--- config.mk ---
export PLATFORM = sky130hd
export DESIGN_NAME = restoring_divider_6
export DESIGN_NICKNAME = d
export VERILOG_FILES = /design/src/rtl/restoring_divider_6_pkg.sv /design/src/rtl/restoring_divider_6_div_step.sv /design/src/rtl/restoring_divider_6.sv
export SDC_FILE = /design/constraint.sdc
export NUM_CORES = 1
export LEC_CHECK = 0
export ABC_AREA = 1
export CAP_MARGIN = 5
export CORE_MARGIN = 4
export CORE_UTILIZATION = 50
export CTS_CLUSTER_SIZE = 16
export DETAILED_ROUTE_END_ITERATION = 10
export HOLD_SLACK_MARGIN = 0.03
export PLACE_DENSITY_LB_ADDON = 0.05
export SLEW_MARGIN = 10
export SYNTH_ARGS = -nofsm -noshare
export SYNTH_HDL_FRONTEND = slang
export SYNTH_SLANG_ARGS = --single-unit
--- constraint.sdc ---
create_clock -name clk -period 2.63 [get_ports clk]
set_input_delay 0.263 -clock clk [delete_from_list [all_inputs] [get_ports clk]]
set_output_delay 0.263 -clock clk [all_outputs]
set_load 0.01 [all_outputs]
--- src/rtl/restoring_divider_6_pkg.sv ---
// Shared ALU divider definitions.
// Width, FSM states and the error quotient.
package restoring_divider_6_pkg;

  localparam int DIV_W = 6;

  localparam logic [DIV_W-1:0] ERR_QUOT = 6'h3F;

  typedef enum logic [1:0] {
    IDLE = 2'd0,
    BUSY = 2'd1,
    DONE = 2'd2
  } state_t;

endpackage

--- src/rtl/restoring_divider_6_div_step.sv ---
// One restoring division step.
// Shift in a dividend bit, trial-subtract, keep or restore.
module restoring_divider_6_div_step
  import restoring_divider_6_pkg::*;
#(
  parameter int W = DIV_W
) (
  input  logic [W-1:0] i_pr,
  input  logic         i_bit,
  input  logic [W-1:0] i_dvs,
  output logic [W-1:0] o_pr,
  output logic         o_q
);

  logic [W:0] w_sh;
  logic [W:0] w_trial;

  // The shifted remainder is below 2*divisor, so a
  // non-negative trial always fits in W bits.
  assign w_sh    = {i_pr, i_bit};
  assign w_trial = w_sh - {1'b0, i_dvs};
  assign o_q     = ~w_trial[W];
  assign o_pr    = o_q ? w_trial[W-1:0] : w_sh[W-1:0];

endmodule

--- src/rtl/restoring_divider_6.sv ---
// Sequential restoring divider, 2W / W bits.
// One quotient bit per clock, start/busy/done handshake.
module restoring_divider_6
  import restoring_divider_6_pkg::*;
#(
  parameter int W = DIV_W
) (
  input  logic           clk,
  input  logic           rst_n,
  input  logic           start,
  input  logic [2*W-1:0] op1,
  input  logic [W-1:0]   op2,
  output logic           busy,
  output logic           done,
  output logic [W-1:0]   quot,
  output logic [W-1:0]   rem,
  output logic           div_zero,
  output logic           ovf
);

  localparam int CW = $clog2(W);
  localparam logic [CW-1:0] LAST = CW'(W - 1);

  state_t        r_state;
  state_t        w_next;
  logic [CW-1:0] r_cnt;
  logic [W-1:0]  r_pr;
  logic [W-1:0]  r_d;
  logic [W-1:0]  r_dvs;
  logic [W-1:0]  r_qsh;
  logic [W-1:0]  r_quot;
  logic [W-1:0]  r_rem;
  logic          r_dz;
  logic          r_ovf;

  logic          w_acc;
  logic          w_ezero;
  logic          w_eovf;
  logic          w_err;
  logic          w_last;
  logic [W-1:0]  w_pr;
  logic          w_q;

  assign w_acc   = start && (r_state != BUSY);
  assign w_ezero = (op2 == '0);
  assign w_eovf  = !w_ezero && (op1[2*W-1:W] >= op2);
  assign w_err   = w_ezero || w_eovf;
  assign w_last  = (r_cnt == LAST);

  restoring_divider_6_div_step #(
    .W (W)
  ) u_step (
    .i_pr  (r_pr),
    .i_bit (r_d[W-1]),
    .i_dvs (r_dvs),
    .o_pr  (w_pr),
    .o_q   (w_q)
  );

  // State register.
  always_ff @(posedge clk or negedge rst_n) begin
    if (!rst_n) begin
      r_state <= IDLE;
    end else begin
      r_state <= w_next;
    end
  end

  // Next state: errors skip straight to DONE.
  always_comb begin
    w_next = r_state;
    unique case (r_state)
      IDLE: begin
        if (w_acc) begin
          w_next = w_err ? DONE : BUSY;
        end
      end
      BUSY: begin
        if (w_last) begin
          w_next = DONE;
        end
      end
      DONE: begin
        if (w_acc) begin
          w_next = w_err ? DONE : BUSY;
        end else begin
          w_next = IDLE;
        end
      end
      default: w_next = IDLE;
    endcase
  end

  // Operand latch, iteration and result capture.
  always_ff @(posedge clk or negedge rst_n) begin
    if (!rst_n) begin
      r_cnt  <= '0;
      r_pr   <= '0;
      r_d    <= '0;
      r_dvs  <= '0;
      r_qsh  <= '0;
      r_quot <= '0;
      r_rem  <= '0;
      r_dz   <= 1'b0;
      r_ovf  <= 1'b0;
    end else if (w_acc) begin
      r_cnt <= '0;
      r_qsh <= '0;
      unique case (1'b1)
        w_err: begin
          r_dz   <= w_ezero;
          r_ovf  <= w_eovf;
          r_quot <= ERR_QUOT;
          r_rem  <= '0;
        end
        default: begin
          r_pr  <= op1[2*W-1:W];
          r_d   <= op1[W-1:0];
          r_dvs <= op2;
        end
      endcase
    end else if (r_state == BUSY) begin
      r_pr  <= w_pr;
      r_d   <= {r_d[W-2:0], 1'b0};
      r_qsh <= {r_qsh[W-2:0], w_q};
      r_cnt <= r_cnt + 1'b1;
      if (w_last) begin
        r_quot <= {r_qsh[W-2:0], w_q};
        r_rem  <= w_pr;
        r_dz   <= 1'b0;
        r_ovf  <= 1'b0;
      end
    end
  end

  assign busy     = (r_state == BUSY);
  assign done     = (r_state == DONE);
  assign quot     = r_quot;
  assign rem      = r_rem;
  assign div_zero = r_dz;
  assign ovf      = r_ovf;

endmodule

## Word-level counts from Yosys, hierarchy flattened

Cells that the tools add are included.

- Input bits: 21
- Bits in registers: 42
- Word-level logic and storage cells: 65
- Output and inout port bits: 16

- Reductions and logical operators: 12
- Bitwise gates (word level): 2
- Mux-type cells: 30
- $add $sub $neg: 2
- Order comparisons: 1
- Eq/ne operators: 8

Operator list:

| operator | count |
|---|---|
| 6-bit two-way mux | 15 |
| 5-bit two-way mux | 2 |
| 2-bit two-way mux | 4 |
| 7-bit by 6-bit subtractor with 7-bit output | 1 |
| 6-bit greater-or-equal comparator | 1 |
| 6-bit logical NOT | 1 |
| 1-bit two-way mux | 6 |
| 3-bit two-way mux | 2 |
| 2-bit by 1-bit != test with 1-bit output, second input constant | 3 |
| 2-bit case mux with 3 select lines | 1 |
| 2-bit AND reduction | 3 |
| 2-bit != test, second input constant | 2 |
| 2-bit nonzero test | 2 |
| 3-bit by 1-bit adder with 3-bit output, second input constant | 1 |
| 3-bit == test, second input constant | 1 |
| 3-bit AND reduction | 1 |
| 2-bit by 1-bit == test with 1-bit output, second input constant | 1 |
| 2-bit == test, second input constant | 1 |
| 1-bit logical AND | 2 |
| 2-bit logical NOT | 1 |
| 1-bit inverter | 2 |
| 1-bit logical NOT | 1 |
| 1-bit logical OR | 1 |

## Longest topological paths before layout

Gate-level depths: netlist of run 1.

- Word-level depth: 7
- Gate-level depth with buffers: 14
- Depth with buffers taken out: 14

## Modules after synthesis

From an unflattened synthesis of run 1, not the netlist that was laid out.

- Cell total of the unflattened synthesis: 326
- Area total of the unflattened synthesis: 2502.4 um^2

By module, submodules not included:

| module | times used | cells each | area an instance (um^2) |
|---|---|---|---|
| restoring_divider_6 | 1 | 257 | 2087.0 |
| restoring_divider_6_div_step | 1 | 69 | 415.4 |

## Worst setup path before layout of run 1

Ideal clock, no wire load.

- Kind: flip-flop to flip-flop
- Start point: register r_d[5]
- End point: register r_pr[5]
- Period minus slack after synthesis: 1.831 ns
- Data required time: 2.513 ns
- Buffers on the path: 0
- Setup time: 0.117 ns
- Cell stages (with the launch flop): 15
- Setup slack: 0.799 ns
- Arrival: 1.714 ns
- Cell sequence: dfrtp_1 inv_1 ha_1 inv_1 fa_1 nand2_1 nand2_1 nand3_1 nand2_1 nand2_1 nand2_1 nand3_1 nand2_1 nor2_1 nor2_1

- Word-level cells in the longest chain between the ends: 4

Ends and longest elaborated chain:

| item | RTL line | RTL |
|---|---|---|
| start: declaration | restoring_divider_6.sv:28 | `logic [W-1:0] r_d;` |
| start signal: assignment | restoring_divider_6.sv:118 | `r_d <= op1[W-1:0];` |
| start signal: assignment | restoring_divider_6.sv:124 | `r_d <= {r_d[W-2:0], 1'b0};` |
| 7-bit by 6-bit subtractor with 7-bit output | restoring_divider_6_div_step.sv:21 | `assign w_trial = w_sh - {1'b0, i_dvs};` |
| 6-bit two-way mux | restoring_divider_6_div_step.sv:23 | `assign o_pr = o_q ? w_trial[W-1:0] : w_sh[W-1:0];` |
| 6-bit two-way mux | restoring_divider_6.sv:122 | `end else if (r_state == BUSY) begin` |
| 6-bit two-way mux | restoring_divider_6.sv:106 | `end else if (w_acc) begin` |
| end signal: assignment | restoring_divider_6.sv:117 | `r_pr <= op1[2*W-1:W];` |
| end signal: assignment | restoring_divider_6.sv:123 | `r_pr <= w_pr;` |
| end: declaration | restoring_divider_6.sv:27 | `logic [W-1:0] r_pr;` |

Every way passes these cells. The select of a mux whose other input is x is not followed.
A chain may end at the register's enable or synchronous reset.

## Final worst setup path of run 1

- Start point: register r_d[5]
- End point: register r_pr[2]

The elaborated chain is that of the path after synthesis.

==> flow_summary_export.csv, run 1 <==
group,metric,value,unit
drt,wl,5.00,mm
clocking,cts.clk_slew.worst_paths,80,ps
floorplan,start_util,51.8,%
drt,drc,0,
placement,post_dp_cell_area,2840,µm²
yosys,synthTopCellsByArea,"dfrtp_1, nand2_1, ha_1, inv_1, nand3_1",
critical_path,cp-end-kind,"flip-flop",
global_routing,grt-ovfl-total,0,
yosys,yosys_warnings,0,
yosys,ys_types,34,
yosys,synth_cells,308,
timing,post-route-period-util,81.8,%
global_routing,grt_max_degree,43,
floorplan,boundaryPins,37,
clocking,cts_root_buf,"clkbuf_8",
timing,maxSlewViolCount,0,
timing,setup_viol,0,
critical_path,critPathRequiredTime,2820,ps
finish,multiInputGateArea,1190,µm²
yosys,synth_area,2460,µm²
timing,rsz0062_at_grt,"no",
global_routing,grt_pass1_wl,8.97,mm
run_status,status,"finished, final reports clean",
yosys,yosysSeqAreaShare,42.7,%
yosys,yosysTopAreaCell,"dfrtp_1",
critical_path,crit_arrival,2340,ps
floorplan,die_y,78.2,µm
clocking,postCtsHoldBufs,0,
floorplan,rows,25,
floorplan,die_w,78.2,µm
critical_path,crit_fanout,7,
clocking,cts_sinks,42,
global_routing,grt_use_total,18.3,%
floorplan,coreArea,4750,µm²
global_routing,grt_pass1_vias,2016,
flow_run,drv_cap,0,
clocking,ctsResizeCount,0,
finish,drive_gt1_share,11.3,%
clocking,post_cts_buffers,0,
timing,hold_viol,0,
clocking,numCtsBuffers,5,
yosys,synth_edf_count,0,
placement,gp_congestion,0.889,
yosys,ys_ff_latch,42,
power_and_ir_drop,ir_worst_vdd,0.000567,V
critical_path,worstSetupPathType,"flip-flop to flip-flop",
finish,antenna_cells,0,
finish,fill_cells,438,
timing,layout_min_cycle_time,2150,ps
yosys,synth.top_cell.area_share,42.7,%
finish,postLayoutCellArea,2930,µm²
timing,fmax,465,MHz
clocking,cts-htree-levels,2,
drt,vias,2037,
yosys,syn_nets,344,
yosys,synth-async-reset-ratio,100,%
drt,drtIter0Drc,98,
critical_path,cp-start-kind,"flip-flop",
drt,ant_nets,0,
drt,drtPass1Iterations,4,
placement,hpwl,3.86,mm
timing,fin_skew,4.01,ps
power_and_ir_drop,cellLeakagePower,0.00146,µW
power_and_ir_drop,pwr_density_cell,1140,nW/µm²
clocking,clock_latency,290,ps
clocking,cts_tree,"built",
drt,viasPerCell,4.94,
timing,worst_pin_slew,917,ps
placement,portBuffers,36,
finish,area.growth.synth_to_final,18.9,%
finish,register_area,1050,µm²
timing,final.setup.tns,0,ps
floorplan,die_area,6110,µm²
finish,layout.nets,380,
yosys,syn_avg_cell_area,7.99,µm²
clocking,clockBufferDepth,2,
drt,post_drt_wl_per_cell,12.1,µm
global_routing,antenna_found_initial,0,
timing,relSlewSlack,38.9,%
timing,whs,94.4,ps
worst_hold_path,hp-class,"input port to async pin",
yosys,synth_flop_cell,"dfrtp_1",
path summary, 6_finish.rpt:
path | to | start | slack (ps) | depth (start not counted)
max | r_pr[2] | r_d[5] | 480 | 14
min | quot[3] | rst_n | 90 | 1
max reg2reg | r_pr[2] | r_d[5] | 480 | 14
min reg2reg | r_d[0] | r_d[0] | 480 | 2
max in group asynchronous | r_dvs[3] | rst_n | 1960 | 1
min in group clk | r_d[0] | r_d[0] | 480 | 2
cell usage after synthesis, types with 2 or more instances:
| library cell | instances |
|---|---|
| dfrtp_1 | 42 |
| buf_2 | 2 |
| nor2_4 | 3 |
| nand2_4 | 3 |
| nor2_1 | 26 |
| inv_1 | 36 |
| nand2_1 | 90 |
| o21ai_0 | 12 |
| o22ai_1 | 5 |
| a21oi_1 | 4 |
| nor2_2 | 10 |
| ha_1 | 14 |
| inv_2 | 4 |
| nand3_1 | 26 |
| o21ai_2 | 3 |
| nor2_8 | 2 |
| buf_4 | 2 |
| nor3_1 | 6 |
| o21ai_1 | 3 |
cell type report:
cell class / count / area share (%)
multi-input combinational: 217 / 40.6
sequential: 42 / 35.9
timing repair buffer: 36 / 12.1
inverter: 42 / 5.51
tap: 67 / 2.86
clock buffer: 6 / 2.48
clock inverter: 2 / 0.470
placed cells by master (no fill, tap or decap), types with 6 or more instances in the layout:
master            n
inv_1            36
ha_1             14
nand2_1          90
nor2_2           10
nor2_1           26
o21ai_0          12
nand3_1          26
nor3_1            6
dfrtp_1          42
clkdlybuf4s50_1  35
cells by family after synthesis:
family          synth area share [%]
simple gates                    32.5
buf+inv                         8.99
flops                           42.7
compound gates                  7.17
fa+ha+maj                       7.93
xor+xnor                       0.712
through the flow:
step	total power, µW	util, %	instances	setup slack [ps]
after detailed placement	2950	59.8	404	236
after floorplan	2490	-	308	799
after CTS	3360	61.6	412	455
final	3330	61.6	412	479
after global routing	3710	61.6	412	233
after global placement	2920	59.8	404	299
state kept, by name, summed over array words and instances (netlist names):
| register | cells |
|---|---|
| ovf | 1 |
| quot | 6 |
| r_cnt | 3 |
| r_dvs | 6 |
| r_pr | 6 |
| r_state | 2 |
| r_d | 6 |
| r_qsh | 5 |
| rem | 6 |
| div_zero | 1 |
critical path, stage by stage, from the launching register on:
cell and delay (ps):
dfrtp_1 390, inv_1 80, ha_1 140, inv_1 70, fa_1 400, nand2_1 70, nand2_1 70, nand3_1 110
nand2_1 80, nand2_1 60, nand2_1 180, nand3_1 130, nand2_1 80, nor2_1 130, nor2_1 50
metal layers:
| layer | wire [µm] | vias up | global-route usage [%] |
|---|---|---|---|
| li1 | - | 1041 | - |
| met4 | 73 | 0 | 6.82 |
| met2 | 2230 | 48 | 29.6 |
| met5 | 0 | - | 0 |
| met1 | 2460 | 942 | 24.1 |
| met3 | 242 | 6 | 4.01 |
power by group:
group          switching (µW)  internal, µW  total, µW
Clock                     228           187        416
Combinational            1170           711       1880
Sequential                148           891       1040
No activity file was read; power rests on OpenSTA's default activity.
==> run 2, diff against run 1 <==
clock period = 2 ns   (was 2.63 ns; I/O delays follow)
==> run 2 against run 1 <==
Effect of this change:
- sequential power increased by 34%
- combinational power increased by 68%
- global-route usage increased by 1.3 points
- critical path type unchanged
- highest routed layer unchanged
==> flow_summary_export.csv, run 2 (same netlist as run 1, synthesis figures left out) <==
group,metric,value,unit
timing,fmax,514,MHz
clocking,cts-htree-levels,2,
placement,gp_congestion,0.846,
finish,area.growth.synth_to_final,30.6,%
timing,layout_min_cycle_time,1940,ps
placement,portBuffers,36,
drt,ant_nets,0,
drt,wl,5.52,mm
critical_path,critPathRequiredTime,2190,ps
drt,vias,2148,
floorplan,start_util,51.8,%
drt,post_drt_wl_per_cell,12.7,µm
timing,final.setup.tns,0,ps
floorplan,die_y,78.2,µm
critical_path,crit_arrival,2140,ps
finish,mostFrequentLayoutCells,"nand2_1, dfrtp_1, clkdlybuf4s50_1",
run_status,status,"finished, final reports clean",
critical_path,crit_fanout,7,
timing,whs,446,ps
clocking,cts.clk_slew.worst_paths,80,ps
finish,drive_gt1_share,24.0,%
timing,maxSlewViolCount,0,
finish,mostFrequentLayoutCell,"nand2_1",
clocking,clock_latency,290,ps
clocking,cts_sinks,42,
timing,worst_pin_slew,524,ps
clocking,clockBufferDepth,2,
timing,setup_viol,0,
finish,antenna_cells,0,
power_and_ir_drop,pwr_density_cell,1580,nW/µm²
critical_path,worstSetupPathType,"flip-flop to flip-flop",
global_routing,antenna_found_initial,0,
power_and_ir_drop,ir_worst_vdd,0.000872,V
global_routing,grt_max_degree,43,
drt,drc,0,
floorplan,coreArea,4750,µm²
finish,stdcell_count,434,
floorplan,die_area,6110,µm²
finish,fill_cells,427,
global_routing,grt_use_total,19.6,%
floorplan,die_w,78.2,µm
floorplan,rows,25,
global_routing,grt-ovfl-total,0,
global_routing,grt_pass1_vias,2102,
timing,hold_viol,0,
clocking,cts_tree,"built",
timing,relSlewSlack,65.0,%
power_and_ir_drop,cellLeakagePower,0.00158,µW
timing,rsz0062_at_grt,"yes",
floorplan,boundaryPins,37,
critical_path,cp-end-kind,"flip-flop",
timing,post-route-period-util,97.2,%
placement,hpwl,4.18,mm
worst_hold_path,hp-class,"input port to flip-flop",
placement,dp_cells,423,
finish,layout.nets,402,
drt,drtIter0Drc,137,
power_and_ir_drop,power,5100,µW
clocking,numCtsBuffers,5,
critical_path,cp-start-kind,"flip-flop",
timing,fin_skew,5.20,ps
global_routing,grt_pass1_wl,9.60,mm
finish,post-route-util,67.7,%
drt,viasPerCell,4.95,
drt,drtPass1Iterations,4,
flow_run,drv_cap,0,
clocking,cts_root_buf,"clkbuf_8",
[run 2: cell count changes in the layout (fill, tap and decap cells not counted), moves of 2 or more]
cell / previous run / this run
nand3_2: 1 / 10
nand2_2: 1 / 11
nand2_1: 90 / 78
nor2_1: 26 / 24
nand3_1: 26 / 17
buf_4: 0 / 20
inv_1: 36 / 34
nor2_2: 10 / 12
nand2_4: 3 / 5
[run 2: per-layer routing]
| layer | vias to the layer above | global-route usage [%] | routed length, µm |
|---|---|---|---|
| met4 | 0 | 5.94 | 78 |
| met2 | 56 | 32.9 | 2620 |
| met3 | 8 | 3.44 | 268 |
| li1 | 1091 | - | - |
| met5 | - | 0 | 0 |
| met1 | 993 | 25.9 | 2550 |
[run 2: worst paths after layout]
check | start | end | slack, ps | cells past startpoint
max reg2reg | r_d[5] | r_pr[0] | 60 | 14
max in group asynchronous | rst_n | r_pr[2] | 1140 | 3
min | op1[0] | r_d[0] | 450 | 3
min in group asynchronous | rst_n | quot[3] | 490 | 3
min reg2reg | r_d[0] | r_d[0] | 470 | 2
max | r_d[5] | r_pr[0] | 60 | 14
[run 2: worst max-delay path, cell delays in order (launching register included)]
cell	delay (ps)
dfrtp_1	400
inv_2	80
ha_4	130
inv_4	30
fa_2	380
nand2_2	80
nand2_2	60
nand3_2	90
nand2_2	70
nand2_2	100
nand2_4	90
nand3_1	100
nand2_2	80
nor2_1	100
nor2_1	50
[run 2: report_power, final]
part / internal [µW] / switching, µW / total [µW] / leakage [µW]
registers: 1170 / 216 / 1390 / 0.000512
logic: 1300 / 1860 / 3160 / 0.00102
clock network: 246 / 304 / 550 / 0.0000483
total: 2710 / 2380 / 5100 / 0.00158
[run 2: layout make-up]
cell class | instances | area [µm²] | share of cell area [%]
Multi-Input combinational cell | 217 | 1290 | 40.3
Clock inverter | 3 | 18.8 | 0.583
Sequential cell | 42 | 1050 | 32.7
Inverter | 42 | 164 | 5.10
Timing Repair Buffer | 58 | 536 | 16.6
Tap cell | 67 | 83.8 | 2.61
Clock buffer | 5 | 68.8 | 2.14
[run 2: repair_timing]
item,CTS,global route
gates resized for setup,2,29
gates cloned,0,0
setup buffers,0,2
hold buffers,1,0
pin swaps,0,12
setup endpoints to repair,12,14
hold endpoints to repair,42,0
[run 2: metrics by stage]
stage               setup slack [ps]  area (µm²)
detailed placement             -67.1        3000
floorplan                        169        2460
global route                   -63.0        3220
finish                          56.3        3220
CTS                             3.25        3100
global placement               -62.9        3000
==> run 3, diff against run 2 <==
CTS_CLUSTER_DIAMETER = 120   (was unset)
==> results of run 3 <==
Final layout, timing and power as in run 2 (identical DEF).
